## config.mk

```make
export PLATFORM = sky130hd
export DESIGN_NAME = input_conditioner
export DESIGN_NICKNAME = d
export VERILOG_FILES = /design/src/rtl/input_conditioner.sv
export SDC_FILE = /design/constraint.sdc
export NUM_CORES = 1
export LEC_CHECK = 0
export BUFFER_PORTS_ARGS = -buffer_cell sky130_fd_sc_hd__buf_2
export CORE_AREA = 3 3 126 128
export DETAILED_ROUTE_END_ITERATION = 7
export DIE_AREA = 0 0 129 131
export PLACE_DENSITY_LB_ADDON = 0.25
export SYNTH_ARGS = -nofsm -noshare
export SYNTH_HDL_FRONTEND = slang
export SYNTH_SLANG_ARGS = --single-unit
```

## constraint.sdc

```tcl
create_clock -name clk -period 1.49 [get_ports clk]
set_input_delay 0.447 -clock clk [delete_from_list [all_inputs] [get_ports clk]]
set_output_delay 0.447 -clock clk [all_outputs]
set_load 0.05 [all_outputs]
```

## src/rtl/input_conditioner.sv

```systemverilog
// Synchronizes and debounces 5 push buttons and 15 slide switches into clean levels and 1-cycle pulses; INPUT_AUTOREPEAT_EN adds hold-to-repeat on push[1:0].
// Latency: 2+DEBOUNCE_CYCLES cycles from a clean raw edge to level/pulse; all outputs registered.
// Backpressure: none, inputs are free-running pins and outputs are always valid.
module input_conditioner #(
    parameter int DEBOUNCE_CYCLES = 16,
    parameter int REPEAT_DELAY    = 500,
    parameter int REPEAT_PERIOD   = 100
) (
    input  logic        clk,
    input  logic        rst_n,
    input  logic [4:0]  push_raw,
    input  logic [14:0] spdt_raw,
    output logic [4:0]  push_level,
    output logic [4:0]  push_pulse,
    output logic [14:0] spdt_level,
    output logic        spdt_changed
);
    localparam int NB = 20;
    localparam int CW = $clog2(DEBOUNCE_CYCLES + 1);
    localparam logic [CW-1:0] CNT_LAST = CW'(DEBOUNCE_CYCLES - 1);

    if (DEBOUNCE_CYCLES < 1 || REPEAT_DELAY < 1 || REPEAT_PERIOD < 1) begin : g_bad_param
        $error("input_conditioner: DEBOUNCE_CYCLES, REPEAT_DELAY and REPEAT_PERIOD must be >= 1");
    end

    logic [NB-1:0] w_raw;
    logic [NB-1:0] r_sync1;
    logic [NB-1:0] r_sync2;
    logic [NB-1:0] r_stable;
    logic [CW-1:0] r_cnt [NB];
    logic [4:0]    r_push_level;
    logic [4:0]    r_push_pulse;
    logic [4:0]    w_press;
    logic [14:0]   r_spdt_level;
    logic          r_spdt_changed;

`ifdef INPUT_AUTOREPEAT_EN
    localparam int RMAX = (REPEAT_DELAY > REPEAT_PERIOD) ? REPEAT_DELAY : REPEAT_PERIOD;
    localparam int RW   = $clog2(RMAX + 1);
    localparam logic [RW-1:0] DLY_LAST = RW'(REPEAT_DELAY - 1);
    localparam logic [RW-1:0] PER_LAST = RW'(REPEAT_PERIOD - 1);

    typedef enum logic [1:0] {S_IDLE, S_DELAY, S_REPEAT} rpt_state_t;
    rpt_state_t    r_rpt_state [2];
    logic [RW-1:0] r_rpt_cnt   [2];
`endif

    assign w_raw   = {spdt_raw, push_raw};
    // r_stable is what push_level will show next cycle, so a rising difference is a press.
    assign w_press = r_stable[4:0] & ~r_push_level;

    always_ff @(posedge clk or negedge rst_n) begin
        if (!rst_n) begin
            r_sync1  <= '0;
            r_sync2  <= '0;
            r_stable <= '0;
            for (int i = 0; i < NB; i++) r_cnt[i] <= '0;
        end else begin
            r_sync1 <= w_raw;
            r_sync2 <= r_sync1;
            for (int i = 0; i < NB; i++) begin
                if (r_sync2[i] == r_stable[i]) begin
                    r_cnt[i] <= '0;
                end else if (r_cnt[i] == CNT_LAST) begin
                    r_stable[i] <= r_sync2[i];
                    r_cnt[i]    <= '0;
                end else begin
                    r_cnt[i] <= r_cnt[i] + CW'(1);
                end
            end
        end
    end

    always_ff @(posedge clk or negedge rst_n) begin
        if (!rst_n) begin
            r_push_level   <= '0;
            r_push_pulse   <= '0;
            r_spdt_level   <= '0;
            r_spdt_changed <= 1'b0;
`ifdef INPUT_AUTOREPEAT_EN
            for (int b = 0; b < 2; b++) begin
                r_rpt_state[b] <= S_IDLE;
                r_rpt_cnt[b]   <= '0;
            end
`endif
        end else begin
            r_push_level   <= r_stable[4:0];
            r_spdt_level   <= r_stable[NB-1:5];
            r_spdt_changed <= |(r_stable[NB-1:5] ^ r_spdt_level);
`ifdef INPUT_AUTOREPEAT_EN
            r_push_pulse[4:2] <= w_press[4:2];
            for (int b = 0; b < 2; b++) begin
                r_push_pulse[b] <= 1'b0;
                if (!r_stable[b]) begin
                    r_rpt_state[b] <= S_IDLE;
                    r_rpt_cnt[b]   <= '0;
                end else begin
                    case (r_rpt_state[b])
                        S_IDLE: begin
                            if (w_press[b]) begin
                                r_rpt_state[b]  <= S_DELAY;
                                r_rpt_cnt[b]    <= '0;
                                r_push_pulse[b] <= 1'b1;
                            end
                        end
                        S_DELAY: begin
                            if (r_rpt_cnt[b] == DLY_LAST) begin
                                r_rpt_state[b]  <= S_REPEAT;
                                r_rpt_cnt[b]    <= '0;
                                r_push_pulse[b] <= 1'b1;
                            end else begin
                                r_rpt_cnt[b] <= r_rpt_cnt[b] + RW'(1);
                            end
                        end
                        S_REPEAT: begin
                            if (r_rpt_cnt[b] == PER_LAST) begin
                                r_rpt_cnt[b]    <= '0;
                                r_push_pulse[b] <= 1'b1;
                            end else begin
                                r_rpt_cnt[b] <= r_rpt_cnt[b] + RW'(1);
                            end
                        end
                        default: r_rpt_state[b] <= S_IDLE;
                    endcase
                end
            end
`else
            r_push_pulse <= w_press;
`endif
        end
    end

    assign push_level   = r_push_level;
    assign push_pulse   = r_push_pulse;
    assign spdt_level   = r_spdt_level;
    assign spdt_changed = r_spdt_changed;
endmodule

```

After elaboration in Yosys (flattened, before gate mapping)
Index checks and enable logic that the tools add are counted.
- equal/unequal tests: 40
- muxes and demuxes: 40
- $add $sub $neg: 20
- reduce and logical (&&, ||, !) cells: 21
- bitwise gates (word level): 23
- operator list (kind ; number):
    $mux W5 ; 40
    $add A5 B1 Y5 const B ; 20
    $eq A5 B4 Y1 const B ; 20
    $reduce_and A2 Y1 ; 20
    $eq A1 B1 Y1 ; 20
    $not A1 Y1 ; 20
    $reduce_or A15 Y1 ; 1
    $xor A15 B15 Y15 ; 1
    $and A5 B5 Y5 ; 1
    $not A5 Y5 ; 1
- flip-flop bits (word level): 186
- output and inout port bits: 26
- input port bits: 22
- word-level logic and storage cells: 190

Longest topological paths before layout
Gate-level depths: netlist of run 1.
- depth in word-level cells: 3
- gate-level depth with buffers: 4
- gate-level depth less buffers: 4

Worst setup path before layout of run 1
No wires, ideal clock.
- kind: register to register
- start: register r_spdt_level[8] (netlist: spdt_level[8])
- end: register r_spdt_changed (netlist: spdt_changed)
- arrival time: 1.135 ns
- setup slack: 0.215 ns
- clock period less this slack: 1.275 ns
- library setup time: 0.140 ns
- stages on the path, launching flop included: 4
- buffers on the path: 0
- cells stage by stage: dfrtp_1 -> xor2_1 -> nor4_1 -> nand4_1
- cells in the longest elaborated chain, start to end: 2
- ends and longest elaborated chain (what ; RTL line ; source):
    start, declared ; 34 ; logic [14:0] r_spdt_level;
    start signal, assigned ; 88 ; r_spdt_level <= r_stable[NB-1:5];
    $xor A15 B15 Y15 ; 89 ; r_spdt_changed <= |(r_stable[NB-1:5] ^ r_spdt_level);
    $reduce_or A15 Y1 ; 89 ;
    end signal, assigned ; 89 ;
    end, declared ; 35 ; logic r_spdt_changed;
Every way passes these cells.
A chain may end at the register's enable or synchronous reset.

Worst setup path in the final report of run 1
- start: register r_spdt_level[8] (netlist: spdt_level[8])
- end: output port spdt_level[8]
- RTL lines (what ; RTL line ; source):
    end, declared ; 15 ; output logic [14:0] spdt_level,
No word-level cell between the ends.

==> out/metrics.yaml, run 1 <==
status: "complete, no violations"
fillers: 1242
cts_buffer_depth: 2
rr_worst_depth: 3
via_per_inst: 4.77
r2r_end: "spdt_changed"
crit_path_end: "spdt_level[8]"
yosys_register_bits: 186
cts_tree: "done"
synth_area_sq_mm: 0.00677
place_inst: 749
io_buffer_count: 47
yosys.area_share.simple_pct: 12.2
path_class: "reg -> out"
cts.sinks: 186
h-tree-depth: 4
grt_max_degree: 52
clk-insertion-delay-late_ns: 0.43
clockRootBuffer: "clkbuf_16"
cp_data_required_time_ns: 1.04
ir_worst_vdd_uv: 928
regArea_sq_mm: 0.00465
synth_nets: 548
diodes: 0
reg2reg_from: "r_stable[9]"
hold_slack_ns: 0.121
routed_wl_mm: 10.1
fin_util_pct: 54.3
reg2reg_slack_ns: 0.14
synthXorXnorAreaFrac_pct: 9.71
grtUsageTotal_pct: 13.7
synth_cell_types: 15
drtIter0Drc: 225
max_freq_mhz: 692
syn2layout_area_growth_pct: 20.1
initial_core_util_pct: 45.2
die_area_sq_mm: 0.0169
crit_chain: "buf_6"
crit_buf_inv: 1
setup_tns_ns: 0
finalClockSkew_ns: 0.00977
grt_pass1_wl_mm: 18.2
p_sw_w: 0.00231
multi_input_area_sq_mm: 0.00206
clkPwrFrac_pct: 43.6
design_area_sq_mm: 0.00813
vias: 3747
drt_pre_antenna_iters: 4
crit_fanout: 2
min_period_ns: 1.44
timing.slew.headroom_pct: 66.7
dp_hpwl_mm: 7.02
die_height_um: 131
path_clk_slew_ns: 0.07
gp_congestion: 0.735
crit_cells: 1
crit_path_end_kind: "primary output"
yosysWarnings: 0
p_sw_share_pct: 22.4
synth_fa_ha_area_share_pct: 3.70
layout-drive-gt1-share_pct: 15.1
cts-buffers-inserted: 17
seq_power_share_pct: 52.1
syn_area_per_cell_sq_um: 13.4
slew_viol_final: 0
antenna_found_initial: 0
drcViolationCount: 0
rsz0062_at_grt: "yes"
fin_nets: 626
rows: 45
power.internal_w: 0.00799
synth_cells: 506
crit_family: "flip-flops"
seq_area_frac_synth_pct: 68.8
die_w_um: 129
drv_cap: 0
synth.area.mux_share_pct: 3.33
core_region_area_sq_mm: 0.0150
pwr-share-comb_pct: 4.3
fin_cells: 785
first_global_vias: 4120
overflow: 0
cp_slowest_cell: "dfrtp_1"
leakage_nw: 4.40
post_dp_cell_area_sq_mm: 0.00735
synth_compound_area_share_pct: 1.48
ios: 48
powerDensity_mw_per_mm2: 1270
setup_violations: 0
wl_per_cell_um: 12.9
synth_top_family_by_area: "simple AND/OR/NAND/NOR gates"
tightest_slew_ns: 0.495
post-route-period-util_pct: 97.0
startpoint: "spdt_level[8]"
startpoint_type: "flip-flop"
cpPeakStageDelay_ns: 0.40
arrival_ns: 1.00
ant_nets: 0
hold_viol: 0
min_path_type: "in -> reg"
-- repair_timing --
item,4_1_cts,5_1_grt
endpoints found under the setup margin,21,24
buffers inserted,0,3
resized for setup,25,23
hold endpoints to repair,20,0
hold buffers,1,0
-- power groups by stage --
stage          logic [W]  registers [W]  clock network, W
5_1_grt         0.000530        0.00539           0.00487
3_5_place_dp    0.000457        0.00546                 0
6_report        0.000445        0.00536           0.00449
4_1_cts         0.000464        0.00536           0.00466
3_3_place_gp    0.000425        0.00545                 0
2_1_floorplan   0.000233        0.00543                 0
-- cell usage in the layout, fill, tap and decap left out, types with 2 or more instances in the layout --
cell type	count
nor2b_1	5
clkinvlp_4	2
clkbuf_4	2
clkbuf_16	17
ha_1	20
nor2_1	75
inv_6	3
buf_6	20
buf_12	4
and2_1	25
and3_1	20
buf_2	20
buf_4	12
xor2_1	75
bufinv_16	2
mux2_1	19
inv_8	2
dfrtp_1	186
nand3_1	40
o21ai_1	20
inv_1	15
nor4_1	3
clkinv_4	4
-- sequential cells by signal, summed over array words and instances, names as in the netlist --
register      cells
r_sync1          20
spdt_level       15
push_pulse        5
push_level        5
spdt_changed      1
r_sync2          20
r_stable         20
r_cnt           100
-- Yosys cell counts --
cell type | n | area share, %
inv_1 | 15 | 0.83
xor2_1 | 75 | 9.7
mux2_1 | 19 | 3.2
nand4_1 | 1 | 0.092
mux2_2 | 1 | 0.17
and3_1 | 20 | 1.8
nor4_1 | 3 | 0.28
ha_1 | 20 | 3.7
o21ai_1 | 20 | 1.5
dfrtp_1 | 186 | 69
nor2_1 | 75 | 4.2
and2_1 | 25 | 2.3
nand3_1 | 40 | 3.0
nor3_1 | 1 | 0.074
nor2b_1 | 5 | 0.46
-- per-stage QoR --
stage | setup slack [ns] | total power (W)
6_report | 0.0451 | 0.0103
5_1_grt | -0.00427 | 0.0108
4_1_cts | 0.00217 | 0.0105
3_5_place_dp | 0.130 | 0.00592
3_3_place_gp | 0.140 | 0.00587
2_1_floorplan | 0.215 | 0.00567
-- logic make-up after synthesis --
group	count (synthesis)
XOR/XNOR	75
AO/OA/AOI/OAI	20
adder cells (fa/ha/maj)	20
multiplexers	20
AND/OR/NAND/NOR	170
buffers and inverters	15
flip-flops	186
-- routing by layer --
| metal | up-vias | track usage, % | wire length [um] |
|---|---|---|---|
| met5 | - | 0 | 0 |
| met4 | 0 | 5.31 | 168 |
| met3 | 13 | 5.45 | 458 |
| met2 | 45 | 22.9 | 4940 |
| met1 | 1862 | 16.0 | 4540 |
| li1 | 1827 | - | - |
-- how the worst min path moves through the flow --
stage	slack (ns)	cells past startpoint	startpoint	end
after CTS	0.1	1	push_raw[1]	r_sync1[1]
after floorplan	0.15	0	rst_n	push_level[0]
final	0.12	1	push_raw[1]	r_sync1[1]
after global routing	0.09	1	push_raw[1]	r_sync1[1]
after detailed placement	0.34	1	rst_n	r_cnt[52]
after global placement	0.33	0	r_sync1[10]	r_sync2[10]
-- layout make-up --
type / count / share of cell area [%]
clock buffers: 19 / 5.45
repair buffers: 59 / 6.41
flip-flops and latches: 186 / 57.3
clock inverters: 13 / 1.96
inverters: 15 / 0.693
well taps: 188 / 2.89
multi-input cells: 305 / 25.3
(Power assumes the default switching activity.)
==> run 2, diff against run 1 <==
--- a/config.mk
+++ b/config.mk
@@ -6,9 +6,9 @@
 export NUM_CORES = 1
 export LEC_CHECK = 0
 export BUFFER_PORTS_ARGS = -buffer_cell sky130_fd_sc_hd__buf_2
-export CORE_AREA = 3 3 126 128
+export CORE_AREA = 2 2 125 127
 export DETAILED_ROUTE_END_ITERATION = 7
-export DIE_AREA = 0 0 129 131
+export DIE_AREA = 0 0 127 129
 export PLACE_DENSITY_LB_ADDON = 0.25
 export SYNTH_ARGS = -nofsm -noshare
 export SYNTH_HDL_FRONTEND = slang
==> out/metrics.yaml, run 2 (synthesis results as in run 1) <==
final_cell_mix: "dfrtp_1 (186), xor2_1 (75), nor2_1 (75), nand3_1 (40), and2_1 (25)"
cts-buffers-inserted: 17  # unchanged
setup_tns_ns: 0  # unchanged
drv_cap: 0  # unchanged
min_period_ns: 1.46  # +0.0126 ns
gp_congestion: 0.713  # -2.9%
ir_worst_vdd_uv: 857  # -7.6%
status: "complete, no violations"
cts.sinks: 186  # unchanged
antenna_found_initial: 0  # unchanged
cpPeakStageDelay_ns: 0.33  # -0.07 ns
dp_hpwl_mm: 6.96  # -0.82%
finalClockSkew_ns: 0.00927  # -0.000500 ns
drcViolationCount: 0  # unchanged
syn2layout_area_growth_pct: 19.2
rows: 45  # unchanged
routed_wl_mm: 10.1  # -0.36%
fin_nets: 622  # -0.64%
cts_buffer_depth: 2  # unchanged
die_area_sq_mm: 0.0164  # -3.1%
path_clk_slew_ns: 0.07  # about the same
first_global_vias: 3805  # -7.6%
layout-drive-gt1-share_pct: 14.7  # -0.40 points
crit_fanout: 1  # -1
arrival_ns: 1.01  # about the same
path_class: "reg -> out"
crit_path_end_kind: "primary output"
grtUsageTotal_pct: 13.7  # about the same
die_height_um: 129  # -1.5%
fin_util_pct: 53.9  # -0.38 points
top_register: "r_cnt"
clockRootBuffer: "clkbuf_16"
core_region_area_sq_mm: 0.0150  # unchanged
diodes: 0  # unchanged
crit_buf_inv: 1  # unchanged
largest_reg_flops: 100  # unchanged
hold_slack_ns: 0.123  # +0.00287 ns
cts_tree: "done"
final_common_cell: "dfrtp_1"
vias: 3751  # +0.11%
initial_core_util_pct: 45.2  # unchanged
timing.slew.headroom_pct: 66.1  # -0.63 points
min_path_type: "in -> reg"
ant_nets: 0  # unchanged
io_buffer_count: 47  # unchanged
cts_setup_buffers: 0  # unchanged
fillers: 1231  # -0.89%
drtIter0Drc: 153  # -32%
leakage_nw: 4.38  # -0.61%
via_per_inst: 4.80  # +0.62%
tightest_slew_ns: 0.504  # +0.00934 ns
grt_max_degree: 38  # -27%
startpoint_type: "flip-flop"
cp_data_required_time_ns: 1.04  # about the same
grt_pass1_wl_mm: 17.6  # -2.9%
overflow: 0  # unchanged
powerDensity_mw_per_mm2: 1270  # +0.31%
ios: 48  # unchanged
hold_viol: 0  # unchanged
max_freq_mhz: 686  # -0.86%
setup_violations: 0  # unchanged
wl_per_cell_um: 12.9  # +0.15%
clk-insertion-delay-late_ns: 0.43  # about the same
h-tree-depth: 4  # unchanged
slew_viol_final: 0  # unchanged
post-route-period-util_pct: 97.8  # +0.84 points
drt_pre_antenna_iters: 4  # unchanged
crit_chain: "buf_2"
cp_slowest_cell: "dfrtp_1"
crit_family: "flip-flops"
die_w_um: 127  # -1.6%
## run 2: changes by cell type in the layout (fill, tap and decap cells not counted), sizes merged
| cell | before | now |
|---|---|---|
| buf | 56 | 52 |
| clkbuf | 21 | 19 |
| clkinv | 4 | 5 |
| clkinvlp | 2 | 3 |
## run 2: final cells by class
type | count | area (sq um) | share of cell area, %
clock inverter | 15 | 165 | 2.05
tap | 188 | 235 | 2.92
sequential | 186 | 4650 | 57.7
timing repair buffer | 55 | 475 | 5.89
inverter | 15 | 56.3 | 0.698
multi-input combinational | 305 | 2060 | 25.5
clock buffer | 17 | 425 | 5.27
## run 2: layer usage
metal	share of wire, %	track usage, %	vias to the layer above
li1	-	-	1817
met2	47	21.9	53
met3	3.8	4.91	14
met4	1.4	4.65	0
met1	48	17.6	1867
met5	0	0	-
## run 2: metrics by stage
stage / power, W / cell area, sq um / cells / worst slack, ns
6_report: 0.0103 / 8070 / 781 / 0.0325
2_1_floorplan: 0.00567 / 6770 / 506 / 0.215
3_3_place_gp: 0.00587 / 7350 / 748 / 0.0617
5_1_grt: 0.0107 / 8070 / 781 / -0.00737
3_5_place_dp: 0.00591 / 7350 / 748 / 0.106
4_1_cts: 0.0104 / 8020 / 781 / 0.00143
## run 2: worst paths after layout
kind,from,end,slack (ns),cells after the start
max in group asynchronous,rst_n,r_sync2[3],0.49,3
min,push_raw[0],r_sync1[0],0.12,1
min in group asynchronous,rst_n,r_cnt[55],0.48,2
max reg2reg,r_stable[9],spdt_changed,0.11,3
min reg2reg,r_sync1[13],r_sync2[13],0.35,0
max,push_pulse[0],push_pulse[0],0.03,1
## run 2: repair_timing
action | in CTS | in global routing
hold buffers | 1 | 0
gates cloned | 0 | 0
pin swaps | 0 | 0
hold endpoints to repair | 23 | 0
endpoints found under the setup margin | 21 | 15
resized for setup | 25 | 15
## run 2: power by group
group	internal, W	switching (W)	total (W)
logic	0.000188	0.000256	0.000444
clock network	0.00250	0.00195	0.00445
registers	0.00524	0.000127	0.00536
total	0.00793	0.00233	0.0103
==> run 3, diff against run 2 <==
--- a/config.mk
+++ b/config.mk
@@ -6,9 +6,9 @@
 export NUM_CORES = 1
 export LEC_CHECK = 0
 export BUFFER_PORTS_ARGS = -buffer_cell sky130_fd_sc_hd__buf_2
-export CORE_AREA = 2 2 125 127
+export CORE_AREA = 2 2 148 107
 export DETAILED_ROUTE_END_ITERATION = 7
-export DIE_AREA = 0 0 127 129
+export DIE_AREA = 0 0 150 109
 export PLACE_DENSITY_LB_ADDON = 0.25
 export SYNTH_ARGS = -nofsm -noshare
 export SYNTH_HDL_FRONTEND = slang
==> out/metrics.yaml, run 3 (synthesis results as in run 1) <==
io_buffer_count: 47  # unchanged
min_to: "r_sync1[2]"
slew_viol_final: 0  # unchanged
grt_max_degree: 47  # +24%
die_height_um: 109  # -16%
clockRootBuffer: "clkbuf_16"
reg2reg_slack_ns: 0.13  # +0.02 ns
initial_core_util_pct: 45.0  # -0.14 points
clk-insertion-delay-late_ns: 0.42  # about the same
drv_cap: 0  # unchanged
wl_per_cell_um: 12.1  # -5.8%
crit_family: "flip-flops"
hold_viol: 0  # unchanged
via_per_inst: 4.62  # -3.7%
arrival_ns: 1.01  # about the same
drcViolationCount: 0  # unchanged
rows: 38  # -16%
layout-drive-gt1-share_pct: 15.1  # +0.43 points
r2r_end: "spdt_changed"
min_path_type: "in -> reg"
final_cell_mix: "dfrtp_1 (186), xor2_1 (75), nor2_1 (75), nand3_1 (40), and2_1 (25)"
postLayoutSetupSlackWorst_ns: 0.0369  # +0.00433 ns
fin_util_pct: 53.5  # -0.34 points
rsz0062_at_grt: "yes"
fin_nets: 625  # +0.48%
top_register: "r_cnt"
routed_wl_mm: 9.67  # -4.0%
hp-start: "push_raw[2]"
startpoint_type: "flip-flop"
min_period_ns: 1.45  # -0.00433 ns
crit_fanout: 1  # unchanged
crit_cells: 1  # unchanged
cts_tree: "done"
leakage_nw: 4.36  # -0.31%
ios: 48  # unchanged
first_global_vias: 3710  # -2.5%
max_freq_mhz: 688  # +0.30%
timing.slew.headroom_pct: 70.3  # +4.2 points
vias: 3680  # -1.9%
core_region_area_sq_mm: 0.0150  # +0.32%
cts_buffer_depth: 2  # unchanged
powerDensity_mw_per_mm2: 1230  # -3.6%
cts-buffers-inserted: 17  # unchanged
largest_reg_flops: 100  # unchanged
drt_pre_antenna_iters: 4  # unchanged
final_common_cell: "dfrtp_1"
hold_depth: 1  # unchanged
grt_pass1_wl_mm: 16.9  # -4.1%
cp_data_required_time_ns: 1.04  # about the same
rr_worst_depth: 4  # +1
cpPeakStageDelay_ns: 0.42  # +0.09 ns
die_w_um: 150  # +18%
crit_path_end_kind: "primary output"
overflow: 0  # unchanged
syn2layout_area_growth_pct: 18.9
grtUsageTotal_pct: 13.5  # -0.26 points
place_ws_ns: 0.171  # +0.0654 ns
setup_violations: 0  # unchanged
die_area_sq_mm: 0.0164  # -0.20%
h-tree-depth: 4  # unchanged
reg2reg_from: "spdt_level[7]"
dp_hpwl_mm: 6.72  # -3.5%
drtIter0Drc: 149  # -2.6%
finalClockSkew_ns: 0.00636  # -0.00291 ns
gp_congestion: 0.763  # +7.0%
post-route-period-util_pct: 97.5  # -0.29 points
path_class: "reg -> out"
antenna_found_initial: 0  # unchanged
crit_chain: "buf_6"
ir_worst_vdd_uv: 821  # -4.2%
path_clk_slew_ns: 0.07  # about the same
ant_nets: 0  # unchanged
cp_slowest_cell: "dfrtp_1"
diodes: 0  # unchanged
crit_buf_inv: 1  # unchanged
tightest_slew_ns: 0.442  # -0.0624 ns
cts.sinks: 186  # unchanged
status: "complete, no violations"
## run 3: changes by cell type in the layout (fill, tap and decap cells not counted)
cell        change
clkinvlp_4      +1
clkbuf_4        +1
buf_4           +4
buf_12          -1
clkinv_2        +3
inv_6           -1
clkinv_4        -1
bufinv_16       -2
buf_2           -1
inv_8           -1
clkbuf_8        +1
## run 3: worst max path at each step
stage / from / to
4_1_cts: spdt_level[6] / spdt_level[6]
5_1_grt: spdt_level[9] / spdt_level[9]
3_3_place_gp: r_stable[9] / spdt_changed
3_5_place_dp: r_stable[9] / spdt_changed
2_1_floorplan: spdt_level[8] / spdt_changed
6_report: spdt_changed / spdt_changed
## run 3: layout make-up
cell class / instances / area [sq um]
clock buffer: 18 / 439
clock inverter: 14 / 98.8
fill: 1269 / 6980
inverter: 15 / 56.3
multi-input combinational: 305 / 2060
sequential: 186 / 4650
tap: 200 / 250
timing repair buffer: 58 / 488
## run 3: per-layer routing
layer  up-vias  global-route usage [%]  part of all wire [%]
li1       1834                       -                     -
met1      1787                    18.0                    51
met2        44                    20.0                    44
met3        15                    4.77                   3.8
met4         0                    5.86                   1.9
met5         -                       0                     0
## run 3: metrics by stage
stage | instances | setup TNS, ns | hold slack [ns] | area (sq um) | total power [W]
floorplan | 506 | 0 | 0.151 | 6770 | 0.00567
global placement | 760 | 0 | 0.331 | 7350 | 0.00587
detailed placement | 760 | 0 | 0.335 | 7350 | 0.00590
CTS | 793 | 0 | 0.101 | 7970 | 0.0100
global route | 796 | -0.00660 | 0.0971 | 8040 | 0.0104
finish | 796 | 0 | 0.124 | 8040 | 0.00986
## run 3: timing repair
item,CTS,global route
setup endpoints to repair,21,17
setup buffers,0,3
hold buffers,1,0
resized for setup,26,15
hold endpoints to repair,21,0
## run 3: where the power goes
group | switching, W | internal (W) | leakage (nW) | total [W]
Clock | 0.00188 | 0.00218 | 0.259 | 0.00406
Sequential | 0.000124 | 0.00524 | 2.45 | 0.00536
Combinational | 0.000252 | 0.000183 | 1.65 | 0.000434
